--- config.mk ---
export PLATFORM = sky130hd
export DESIGN_NAME = led_cal_ctrl
export DESIGN_NICKNAME = d
export VERILOG_FILES = /design/src/rtl/led_cal_ctrl.sv
export SDC_FILE = /design/constraint.sdc
export NUM_CORES = 1
export LEC_CHECK = 0
export BUFFER_PORTS_ARGS = -buffer_cell sky130_fd_sc_hd__clkbuf_2
export CORE_MARGIN = 1
export CORE_UTILIZATION = 40
export DETAILED_ROUTE_END_ITERATION = 6
export GPL_TIMING_DRIVEN = 0
export SETUP_SLACK_MARGIN = 0.02
export SYNTH_ARGS = -nofsm -noshare
export SYNTH_HDL_FRONTEND = slang
export SYNTH_SLANG_ARGS = --single-unit
--- constraint.sdc ---
create_clock -name CLK -period 9.3 [get_ports CLK]
set_input_delay 0.93 -clock CLK [delete_from_list [all_inputs] [get_ports CLK]]
set_output_delay 0.93 -clock CLK [all_outputs]
set_load 0.02 [all_outputs]
--- src/rtl/led_cal_ctrl.sv ---
// LED calibration and multiplexing controller: per-channel DC binary search, then PGA gain
// search, then time-multiplexed RUN mode that emits one tagged ADC sample per channel slot.
module led_cal_ctrl #(
  parameter int N_CH    = 2,
  parameter int ADC_W   = 8,
  parameter int DC_W    = 7,
  parameter int PGA_W   = 4,
  parameter int WIN     = 1000,
  parameter int SETTLE  = 16,
  parameter int TGT_LO  = 120,
  parameter int TGT_HI  = 135,
  parameter int CLIP_LO = 10,
  parameter int CLIP_HI = 245,
  parameter int SLOT    = 10,
  localparam int CH_W   = (N_CH > 1) ? $clog2(N_CH) : 1
) (
  input  logic             CLK,
  input  logic             rst,
  input  logic [ADC_W-1:0] ADC,
  input  logic             Find_setting,
  output logic [N_CH-1:0]  LED_EN,
  output logic [DC_W-1:0]  DC_Comp,
  output logic [PGA_W-1:0] PGA_Gain,
  output logic             CLK_Filter,
  output logic [ADC_W-1:0] adc_value,
  output logic [CH_W-1:0]  adc_ch,
  output logic             adc_valid,
  output logic             busy,
  output logic             done,
  output logic [N_CH-1:0]  fail
);

  localparam int CNT_W  = $clog2(SETTLE + WIN + 1) + 1;
  localparam int SCNT_W = $clog2(SLOT) + 1;
  localparam int B_W    = $clog2(DC_W) + 1;
  localparam logic [CNT_W-1:0]  C_SET   = CNT_W'(SETTLE);
  localparam logic [CNT_W-1:0]  C_END   = CNT_W'(SETTLE + WIN);
  localparam logic [SCNT_W-1:0] S_LAST  = SCNT_W'(SLOT - 1);
  localparam logic [B_W-1:0]    B_TOP   = B_W'(DC_W - 1);
  localparam logic [CH_W-1:0]   CH_LAST = CH_W'(N_CH - 1);
  localparam logic [ADC_W-1:0]  T_LO    = ADC_W'(TGT_LO);
  localparam logic [ADC_W-1:0]  T_HI    = ADC_W'(TGT_HI);
  localparam logic [ADC_W-1:0]  K_LO    = ADC_W'(CLIP_LO);
  localparam logic [ADC_W-1:0]  K_HI    = ADC_W'(CLIP_HI);

  typedef enum logic [2:0] {IDLE, DC_SEARCH, PGA_SEARCH, NEXT_CH, RUN} state_t;

  state_t            r_state, w_state_n;
  logic [CH_W-1:0]   r_ch, r_slot, w_slot_n;
  logic [B_W-1:0]    r_b;
  logic [CNT_W-1:0]  r_cnt;
  logic [SCNT_W-1:0] r_scnt;
  logic [ADC_W-1:0]  r_vmin, r_vmax, r_adc_value, w_avg;
  logic [DC_W-1:0]   r_dc, w_bit, w_dc_dec, w_dc_lock_val;
  logic [PGA_W-1:0]  r_pga, w_pga_val;
  logic [N_CH-1:0]   r_led, r_fail;
  logic [CH_W-1:0]   r_adc_ch;
  logic              r_arm, r_clkf, r_adc_valid, r_busy, r_done;
  logic              w_win_end, w_sample, w_hi, w_lo, w_inband, w_clip, w_b_zero, w_pga_max;
  logic              w_dc_lock, w_pga_store;
  logic [DC_W-1:0]   r_dc_mem  [N_CH];
  logic [PGA_W-1:0]  r_pga_mem [N_CH];

  function automatic logic [ADC_W-1:0] midpoint(input logic [ADC_W-1:0] a, input logic [ADC_W-1:0] b);
    logic [ADC_W:0] s;
    s = {1'b0, a} + {1'b0, b};
    return ADC_W'(s >> 1);
  endfunction

  function automatic logic [N_CH-1:0] onehot(input logic [CH_W-1:0] k);
    for (int i = 0; i < N_CH; i++) onehot[i] = (k == CH_W'(i));
  endfunction

  assign w_win_end     = (r_cnt == C_END);
  assign w_sample      = (r_cnt >= C_SET) && (r_cnt < C_END);
  assign w_avg         = midpoint(r_vmax, r_vmin);
  assign w_hi          = (w_avg > T_HI);
  assign w_lo          = (w_avg < T_LO);
  assign w_inband      = !w_hi && !w_lo;
  assign w_clip        = (r_vmin < K_LO) || (r_vmax > K_HI);
  assign w_bit         = DC_W'(1) << r_b;
  assign w_dc_dec      = w_hi ? r_dc : (r_dc & ~w_bit);
  assign w_dc_lock_val = w_inband ? r_dc : w_dc_dec;
  assign w_b_zero      = (r_b == '0);
  assign w_pga_max     = &r_pga;
  assign w_pga_val     = w_clip ? ((r_pga == '0) ? '0 : r_pga - 1'b1) : r_pga;
  assign w_dc_lock     = (r_state == DC_SEARCH) && !r_arm && w_win_end && (w_inband || w_b_zero);
  assign w_pga_store   = (r_state == PGA_SEARCH) && w_win_end && (w_clip || w_pga_max);
  assign w_slot_n      = (r_slot == CH_LAST) ? '0 : r_slot + 1'b1;

  always_ff @(posedge CLK) begin
    if (rst) r_state <= IDLE;
    else     r_state <= w_state_n;
  end

  always_comb begin
    w_state_n = r_state;
    if (Find_setting) begin
      w_state_n = DC_SEARCH;
    end else begin
      case (r_state)
        DC_SEARCH:  if (w_dc_lock) w_state_n = PGA_SEARCH;
        PGA_SEARCH: if (w_pga_store) w_state_n = NEXT_CH;
        NEXT_CH:    w_state_n = (r_ch == CH_LAST) ? RUN : DC_SEARCH;
        default:    w_state_n = r_state;
      endcase
    end
  end

  always_ff @(posedge CLK) begin
    if (rst) begin
      r_clkf <= 1'b0;  r_adc_valid <= 1'b0;  r_adc_value <= '0;  r_adc_ch <= '0;
      r_led  <= '0;    r_dc  <= '0;    r_pga  <= '0;    r_busy <= 1'b0;  r_done <= 1'b0;
      r_fail <= '0;    r_ch  <= '0;    r_b    <= '0;    r_cnt  <= '0;    r_arm  <= 1'b0;
      r_slot <= '0;    r_scnt <= '0;   r_vmin <= '1;    r_vmax <= '0;
    end else begin
      r_clkf      <= ~r_clkf;
      r_adc_valid <= 1'b0;
      if (Find_setting) begin
        r_ch  <= '0;  r_led  <= onehot('0);  r_dc   <= '0;    r_pga <= '0;
        r_busy <= 1'b1;  r_done <= 1'b0;  r_fail <= '0;
        r_b   <= B_TOP;  r_arm  <= 1'b1;  r_cnt  <= '0;
      end else begin
        case (r_state)
          DC_SEARCH, PGA_SEARCH: begin
            // The first trial bit is applied one cycle after entry; its window starts there.
            if (r_arm) begin
              r_dc <= r_dc | w_bit;  r_arm <= 1'b0;  r_cnt <= '0;
              r_vmin <= '1;  r_vmax <= '0;
            end else if (w_win_end) begin
              r_cnt <= '0;  r_vmin <= '1;  r_vmax <= '0;
              if (r_state == DC_SEARCH) begin
                if (!w_inband) begin
                  if (w_b_zero) begin
                    r_dc <= w_dc_dec;
                    r_fail[r_ch] <= 1'b1;
                  end else begin
                    r_dc <= w_dc_dec | (w_bit >> 1);
                    r_b  <= r_b - 1'b1;
                  end
                end
              end else if (w_clip) begin
                r_pga <= w_pga_val;
                if (r_pga == '0) r_fail[r_ch] <= 1'b1;
              end else if (!w_pga_max) begin
                r_pga <= r_pga + 1'b1;
              end
            end else begin
              r_cnt <= r_cnt + 1'b1;
              if (w_sample) begin
                if (ADC < r_vmin) r_vmin <= ADC;
                if (ADC > r_vmax) r_vmax <= ADC;
              end
            end
          end
          NEXT_CH: begin
            if (r_ch == CH_LAST) begin
              r_busy <= 1'b0;  r_done <= 1'b1;  r_slot <= '0;  r_scnt <= '0;
              r_led  <= onehot('0);  r_dc <= r_dc_mem[0];  r_pga <= r_pga_mem[0];
            end else begin
              r_ch  <= r_ch + 1'b1;  r_led <= onehot(r_ch + 1'b1);
              r_dc  <= '0;  r_pga <= '0;  r_b <= B_TOP;  r_arm <= 1'b1;
            end
          end
          RUN: begin
            if (r_scnt == S_LAST) begin
              r_adc_value <= ADC;  r_adc_ch <= r_slot;  r_adc_valid <= 1'b1;
              r_scnt <= '0;  r_slot <= w_slot_n;  r_led <= onehot(w_slot_n);
              r_dc   <= r_dc_mem[w_slot_n];  r_pga <= r_pga_mem[w_slot_n];
            end else begin
              r_scnt <= r_scnt + 1'b1;
            end
          end
          default: ;
        endcase
      end
    end
  end

  always_ff @(posedge CLK) begin
    if (!rst) begin
      if (Find_setting) begin
        for (int i = 0; i < N_CH; i++) begin
          r_dc_mem[i]  <= '0;
          r_pga_mem[i] <= '0;
        end
      end else begin
        if (w_dc_lock)   r_dc_mem[r_ch]  <= w_dc_lock_val;
        if (w_pga_store) r_pga_mem[r_ch] <= w_pga_val;
      end
    end
  end

  assign LED_EN     = r_led;
  assign DC_Comp    = r_dc;
  assign PGA_Gain   = r_pga;
  assign CLK_Filter = r_clkf;
  assign adc_value  = r_adc_value;
  assign adc_ch     = r_adc_ch;
  assign adc_valid  = r_adc_valid;
  assign busy       = r_busy;
  assign done       = r_done;
  assign fail       = r_fail;

endmodule

Word-level counts from Yosys, hierarchy flattened
Memory sizes are Yosys's and may differ from the RTL's.
Index checks and enable logic that the tools add are counted.
Storage, ports and cells
  word-level logic and storage cells: 224
  flip-flop bits (word level): 70
  memory bits (writable): 22
  memories kept: 2
Operators by class
  mux-type cells: 85
  bitwise logic cells: 11
  add/sub/neg operators: 8
  magnitude comparators: 10
  shift operators: 1
  equal/unequal tests: 32
  reductions and logical operators: 53
Memory list
  r_dc_mem: depth 2, width 7, read ports 2, clocked after memory_dff 0, write ports 2, RTL line 61  | logic [DC_W-1:0] r_dc_mem [N_CH];
  r_pga_mem: depth 2, width 4, read ports 2, clocked after memory_dff 0, write ports 2, RTL line 62  | logic [PGA_W-1:0] r_pga_mem [N_CH];
Operators by type and width (count)
  7-bit two-way mux: 10
  4-bit two-way mux: 16
  8-bit two-way mux: 8
  3-bit inequality test, second input constant: 13
  1-bit two-way mux: 27
  2-bit inequality test, second input constant: 13
  11-bit two-way mux: 2
  7-bit case mux with 3 select lines: 1
  7-bit AND reduction: 3
  3-bit nonzero test: 7
  8-bit > comparator, second input constant: 2
  4-bit AND reduction: 4
  2-bit two-way mux: 7
  3-bit two-way mux: 4
  4-bit case mux with 3 select lines: 1
  3-bit AND reduction: 4
  2-bit nonzero test: 6
  11-bit by 1-bit adder with 11-bit output, second input constant: 1
  11-bit by 10-bit == test with 1-bit output, second input constant: 1
  11-bit by 5-bit >= comparator with 1-bit output, second input constant: 1
  11-bit by 10-bit < comparator with 1-bit output, second input constant: 1
  5-bit two-way mux: 2
  5-bit case mux with 2 select lines: 1
  2-bit AND reduction: 5
  other kinds (38): 60

Logic depth before layout (Yosys ltp)
Gate-level depths: netlist of run 1.
  word-level depth: 12
  mapped depth: 11
  mapped depth without buffers: 10

Worst setup path after synthesis of run 1
No wires, ideal clock.
  path kind: register to register
  from: reg r_vmin[1]
  to: mem r_dc_mem[0][0], enable pin
  buffers on the path: 0
  data arrival time: 2856 ps
  slack: 6070 ps
  period minus slack after synthesis: 3230 ps
  stages on the path, launching flop included: 11
  path through: dfxtp_1 > inv_1 > fa_1 > nand3b_1 > a22o_1 > a211o_1 > a211o_1 > nand2_1 > o211ai_1 > or3_1 > a21oi_1
RTL lines
  start, declared: RTL line 53  | logic [ADC_W-1:0] r_vmin, r_vmax, r_adc_value, w_avg;
  start signal, assigned: RTL line 115  | r_slot <= '0; r_scnt <= '0; r_vmin <= '1; r_vmax <= '0;
  start signal, assigned: RTL line 129  | r_vmin <= '1; r_vmax <= '0;
  start signal, assigned: RTL line 131  | r_cnt <= '0; r_vmin <= '1; r_vmax <= '0;
  end, declared: RTL line 61

==> impl_metrics.env, run 1 <==
export IMPL_status="finished, final reports clean"
export IMPL_async_flop_share_pct=0
export IMPL_worstPathRequired_ns=9.28
export IMPL_numCtsBuffers=9
export IMPL_ios=39
export IMPL_synth_edff_count=22
export IMPL_dpl_hpwl_mm=10.22
export IMPL_cp_arrival_ns=4.14
export IMPL_gp_congestion=0.8636
export IMPL_first_pass_iters=6
export IMPL_multi_input_area_mm2=0.003069
export IMPL_fin_crit_sh_pct=44.71
export IMPL_syn_to_final_growth_pct=13.29
export IMPL_grt_pass1_vias=4645
export IMPL_whs_ns=0.4183
export IMPL_cp_start_kind="flop"
export IMPL_utilization_pct=47.28
export IMPL_grt_overflow=0
export IMPL_clk_latency_ns=0.35
export IMPL_start_util_pct=41.74
export IMPL_cts_setup_buffers=0
export IMPL_drv_slew=0
export IMPL_peakVddDrop_mv=0.1060
export IMPL_die_w_um=117.9
export IMPL_yosysSeqAreaShare_pct=38.37
export IMPL_ys_dominant_reg_cell="dfxtp_1"
export IMPL_grt_pass1_wl_mm=23.37
export IMPL_path_clk_slew_ns=0.06
export IMPL_cp_end_kind="flop"
export IMPL_powerDensity_mw_per_mm2=144.7
export IMPL_drc=0
export IMPL_synth_distinct_cells=68
export IMPL_dieArea_mm2=0.01390
export IMPL_clkSinkCount=92
export IMPL_io_buffers=37
export IMPL_seq_area_mm2=0.002062
export IMPL_drt_iter0_drc=501
export IMPL_avgSynthCellArea_um2=8.598
export IMPL_fin_setup_tns_ns=0
export IMPL_crit_path_max_fanout=10
export IMPL_post_cts_resized=0
export IMPL_synthesis_nets=671
export IMPL_layout_common_cells="nor2_1, dfxtp_1, nand2_1"
export IMPL_max_cap_viol_count=0
export IMPL_cts_tree="done"
export IMPL_via_count=4856
export IMPL_final_common_cell="nor2_1"
export IMPL_diodes=0
export IMPL_htreeDepth=3
export IMPL_setup_viol=0
export IMPL_hold_violations=0
export IMPL_syn_cell_area_mm2=0.005374
export IMPL_placed_area_mm2=0.005774
export IMPL_synth_seq_cells=92
export IMPL_max_freq_mhz=240.5
export IMPL_nets=719
export IMPL_antenna_left=0
export IMPL_ctsRootBufferMaster="clkbuf_16"
export IMPL_clock_skew_ns=0.005572
export IMPL_min_path_type="flop to flop"
export IMPL_synthCells=625
export IMPL_hold_buffers=0
export IMPL_viasPerCell=5.713
export IMPL_worstSetupPathType="flop to flop"
export IMPL_grt_total_usage_pct=20.92
export IMPL_finalCriticalPeriod_ns=4.158
export IMPL_final_cell_area_mm2=0.006088
export IMPL_antenna_found_initial=0
export IMPL_slowest_delay_ns=0.77
export IMPL_clock_path_buffers=2
export IMPL_slew_limit_headroom_pct=22.93
export IMPL_nFillCells=1240
export IMPL_cp_slowest_cell="a21oi_1"
export IMPL_fp_dieH_um=117.9
export IMPL_p_leak_nw=2.257
export IMPL_wl_per_cell_um=16.34
export IMPL_rsz0062_at_grt="no"
export IMPL_drive_above_1_share_pct=10.47
export IMPL_grt_max_degree=16
export IMPL_worst_slew_pin_slew_ns=1.147
export IMPL_ys_warn_count=0
export IMPL_place_inst=834
export IMPL_path_cells="inv_1 -> fa_1 -> nand3b_1 -> nand2_1 -> a311o_1 -> a41o_1 -> nand2b_1 -> o211ai_1 -> or3_1 -> a21oi_1"
export IMPL_wl_mm=13.89
export IMPL_fp_coreArea_mm2=0.01288
export IMPL_num_rows=41
export IMPL_final_cells=850
[critical path: cells and delay by family, from the launching register on]
family / cells / cell delay, ns
flip-flops: 1 / 0.40
AO/OA/AOI/OAI: 4 / 1.83
AND/OR/NAND/NOR: 4 / 1.02
buffers and inverters: 1 / 0.11
adder cells (fa/ha/maj): 1 / 0.43
[synth_stat cells, types with 4 or more instances]
| cell type | number | area, um^2 |
|---|---|---|
| buf_6 | 4 | 45.04 |
| nor2_1 | 81 | 304.0 |
| nor3_1 | 19 | 95.09 |
| dfxtp_1 | 70 | 1401 |
| nand3_1 | 24 | 120.1 |
| a21oi_1 | 37 | 185.2 |
| nand4_1 | 11 | 68.82 |
| a221oi_1 | 10 | 87.58 |
| and2_1 | 5 | 31.28 |
| nand2_1 | 53 | 198.9 |
| o21a_1 | 8 | 60.06 |
| xor2_1 | 9 | 78.83 |
| inv_1 | 28 | 105.1 |
| o22a_1 | 9 | 78.83 |
| xnor2_1 | 9 | 78.83 |
| mux2i_1 | 17 | 170.2 |
| clkbuf_1 | 20 | 75.07 |
| o21ai_0 | 25 | 125.1 |
| nor4_1 | 6 | 37.54 |
| edfxtp_1 | 22 | 660.6 |
| or3_1 | 12 | 75.07 |
| a211oi_1 | 12 | 90.09 |
| o211ai_1 | 10 | 75.07 |
| nor2b_1 | 6 | 37.54 |
| ha_1 | 34 | 425.4 |
| nand2b_1 | 20 | 125.1 |
[worst paths after layout]
| path | from | to | slack [ns] | cells past startpoint |
|---|---|---|---|---|
| max reg2reg | r_vmin[1] | r_dc_mem[0][1] | 5.14 | 10 |
| min | CLK_Filter | CLK_Filter | 0.42 | 1 |
| max | r_vmin[1] | r_dc_mem[0][1] | 5.14 | 10 |
| min reg2reg | CLK_Filter | CLK_Filter | 0.42 | 1 |
[layer usage]
layer	wire length (um)	GRT usage (%)	vias to the layer above
li1	-	-	2374
met1	6476	28.22	2280
met2	6312	32.61	179
met3	877	4.118	23
met4	223	8.413	0
met5	0	0	-
[per-stage QoR]
step,worst slack (ns),total power [mW]
after floorplan,6.070,0.4840
after global placement,5.292,0.5075
after detailed placement,5.269,0.5091
after CTS,5.224,0.8897
after global routing,4.939,0.9157
final,5.142,0.8807
[cells by family after synthesis]
group	count (synthesis)	share of synthesized area, %
AO/OA/AOI/OAI	149	19.21
buffers and inverters	56	4.517
flip-flops	92	38.37
AND/OR/NAND/NOR	258	23.52
XOR/XNOR	18	2.934
adder cells (fa/ha/maj)	35	8.289
multiplexers	17	3.166
[final cells by class]
class / count / area share (%)
Multi-Input combinational cell: 477 / 50.41
Sequential cell: 92 / 33.87
Buffer: 28 / 2.261
Tap cell: 172 / 3.535
Clock buffer: 13 / 4.788
Timing Repair Buffer: 37 / 3.042
Inverter: 28 / 1.726
Clock inverter: 3 / 0.3699
[flip-flops by register name, summed over array words and instances (netlist names), 2 cells and up]
| register | cells |
|---|---|
| r_dc_mem | 14 |
| r_scnt | 5 |
| LED_EN | 2 |
| r_state | 3 |
| fail | 2 |
| PGA_Gain | 4 |
| r_vmax | 8 |
| r_vmin | 8 |
| r_pga_mem | 8 |
| DC_Comp | 7 |
| r_cnt | 11 |
| adc_value | 8 |
| r_b | 4 |
[power by group]
group / leakage, nW / switching [mW] / internal (mW)
sequential: 0.780 / 0.00470 / 0.415
clock: 0.154 / 0.159 / 0.221
combinational: 1.32 / 0.0535 / 0.0279
total: 2.26 / 0.217 / 0.664
(Power assumes the default switching activity.)
==> run 2, diff against run 1 <==
clock period = 3.8 ns   (was 9.3 ns; I/O delays follow)
==> impl_metrics.env, run 2 (synthesized netlist as in run 1, its figures left out) <==
export IMPL_multi_input_area_mm2=0.003083
export IMPL_min_path_cells=2
export IMPL_dieArea_mm2=0.01390
export IMPL_io_buffers=37
export IMPL_worstSetupPathType="flop to flop"
export IMPL_num_rows=41
export IMPL_antenna_found_initial=0
export IMPL_worstPathRequired_ns=3.82
export IMPL_grt_pass1_wl_mm=23.39
export IMPL_endpoint="r_dc_mem[0][1]"
export IMPL_clkSinkCount=92
export IMPL_hold_violations=0
export IMPL_max_freq_mhz=288.6
export IMPL_drt_iter0_drc=535
export IMPL_grt_total_usage_pct=20.94
export IMPL_gp_congestion=0.8636
export IMPL_worst_slew_pin_slew_ns=1.135
export IMPL_p_seq_share_pct=47.7
export IMPL_largest_reg_flops=14
export IMPL_start_util_pct=41.74
export IMPL_clk_latency_ns=0.35
export IMPL_drive_above_1_share_pct=11.03
export IMPL_setup_viol=0
export IMPL_rsz0062_at_grt="no"
export IMPL_pwr_share_clk_pct=43.0
export IMPL_finalCriticalPeriod_ns=3.465
export IMPL_max_cap_viol_count=0
export IMPL_die_w_um=117.9
export IMPL_wl_per_cell_um=16.39
export IMPL_crit_path_max_fanout=9
export IMPL_nets=721
export IMPL_grt_max_degree=16
export IMPL_nFillCells=1237
export IMPL_hold_buffers=0
export IMPL_viasPerCell=5.695
export IMPL_powerDensity_mw_per_mm2=352.5
export IMPL_p_total_mw=2.156
export IMPL_final_common_cell="nor2_1"
export IMPL_swShare_pct=24.66
export IMPL_seq_area_mm2=0.002062
export IMPL_diodes=0
export IMPL_path_clk_slew_ns=0.06
export IMPL_ctsRootBufferMaster="clkbuf_16"
export IMPL_layout_common_cells="nor2_1, dfxtp_1, nand2_1"
export IMPL_cts_tree="done"
export IMPL_cp_end_kind="flop"
export IMPL_grt_pass1_vias=4647
export IMPL_p_leak_nw=2.267
export IMPL_reg2reg_depth=10
export IMPL_clock_path_buffers=2
export IMPL_rrSetupSlack_ns=0.33
export IMPL_critPathLaunch="r_vmin[1]"
export IMPL_ios=39
export IMPL_dpl_hpwl_mm=10.22
export IMPL_clock_skew_ns=0.005372
export IMPL_regMostFlops="r_dc_mem"
export IMPL_cp_arrival_ns=3.49
export IMPL_largestRegisters="r_dc_mem (14), r_cnt (11)"
export IMPL_status="finished, final reports clean"
export IMPL_antenna_left=0
export IMPL_peakVddDrop_mv=0.2595
export IMPL_grt_overflow=0
export IMPL_htreeDepth=3
export IMPL_numCtsBuffers=9
export IMPL_via_count=4852
export IMPL_slew_limit_headroom_pct=23.73
export IMPL_drc=0
export IMPL_whs_ns=0.3022
export IMPL_fp_dieH_um=117.9
export IMPL_syn_to_final_growth_pct=13.83
export IMPL_fp_coreArea_mm2=0.01288
export IMPL_combPwrFrac_pct=9.3
export IMPL_r2r_start="r_vmin[1]"
export IMPL_r2r_end="r_dc_mem[0][1]"
export IMPL_fin_crit_sh_pct=91.19
export IMPL_drv_slew=0
export IMPL_min_path_type="input pin to flop"
export IMPL_first_pass_iters=6
export IMPL_wl_mm=13.96
export IMPL_power_switching_mw=0.5317
export IMPL_cp_start_kind="flop"
export IMPL_p_int_mw=1.625
run 2: layer usage:
layer  vias up  track usage [%]  wire, um
li1       2373                -         -
met1      2294            28.31      6626
met2       164            32.68      6338
met3        21            3.973       784
met4         0            8.413       215
met5         -                0         0
run 2: how the worst min path moves through the flow:
stage | start | endpoint | slack [ns]
global route | ADC[0] | r_vmin[0] | 0.32
global placement | CLK_Filter | CLK_Filter | 0.39
finish | ADC[0] | r_vmin[0] | 0.30
detailed placement | CLK_Filter | CLK_Filter | 0.41
floorplan | r_cnt[1] | r_cnt[1] | 0.46
CTS | ADC[0] | r_vmin[0] | 0.29
run 2: per-stage QoR:
step           setup TNS (ns)  utilization, %  instances  area, um^2  worst slack (ns)
2_1_floorplan               0               -        625        5374            0.5705
3_3_place_gp           -1.456           44.85        834        5774           -0.2083
3_5_place_dp           -1.615           44.85        834        5774           -0.2311
4_1_cts                     0           47.39        850        6102            0.1194
5_1_grt                     0           47.51        852        6117            0.2038
6_report                    0           47.51        852        6117            0.3347
run 2: timing repair:
item	4_1_cts	5_1_grt
setup buffers	0	2
resized for setup	3	0
setup endpoints to repair	14	14
run 2: cell type report:
| type | instances | area share [%] |
|---|---|---|
| inverter | 28 | 1.718 |
| timing repair buffer | 39 | 3.273 |
| sequential | 92 | 33.71 |
| clock buffer | 13 | 4.766 |
| buffer | 28 | 2.250 |
| multi-input combinational | 477 | 50.40 |
| tap | 172 | 3.518 |
| clock inverter | 3 | 0.3682 |
run 2: power by group through the flow:
| stage | combinational [mW] | clock (mW) | sequential [mW] |
|---|---|---|---|
| floorplan | 0.135 | 0 | 1.05 |
| global placement | 0.194 | 0 | 1.05 |
| detailed placement | 0.197 | 0 | 1.05 |
| CTS | 0.199 | 0.952 | 1.03 |
| global route | 0.223 | 0.991 | 1.03 |
| finish | 0.201 | 0.928 | 1.03 |
run 2: worst max-delay path: stages (launching register included):
cell	delay (ns)
dfxtp_1	0.40
inv_1	0.11
fa_1	0.43
nand3b_1	0.22
nand2_1	0.16
a311o_1	0.31
a41o_1	0.38
nand2b_1	0.18
o211ai_1	0.18
or3_1	0.42
a21oi_4	0.34
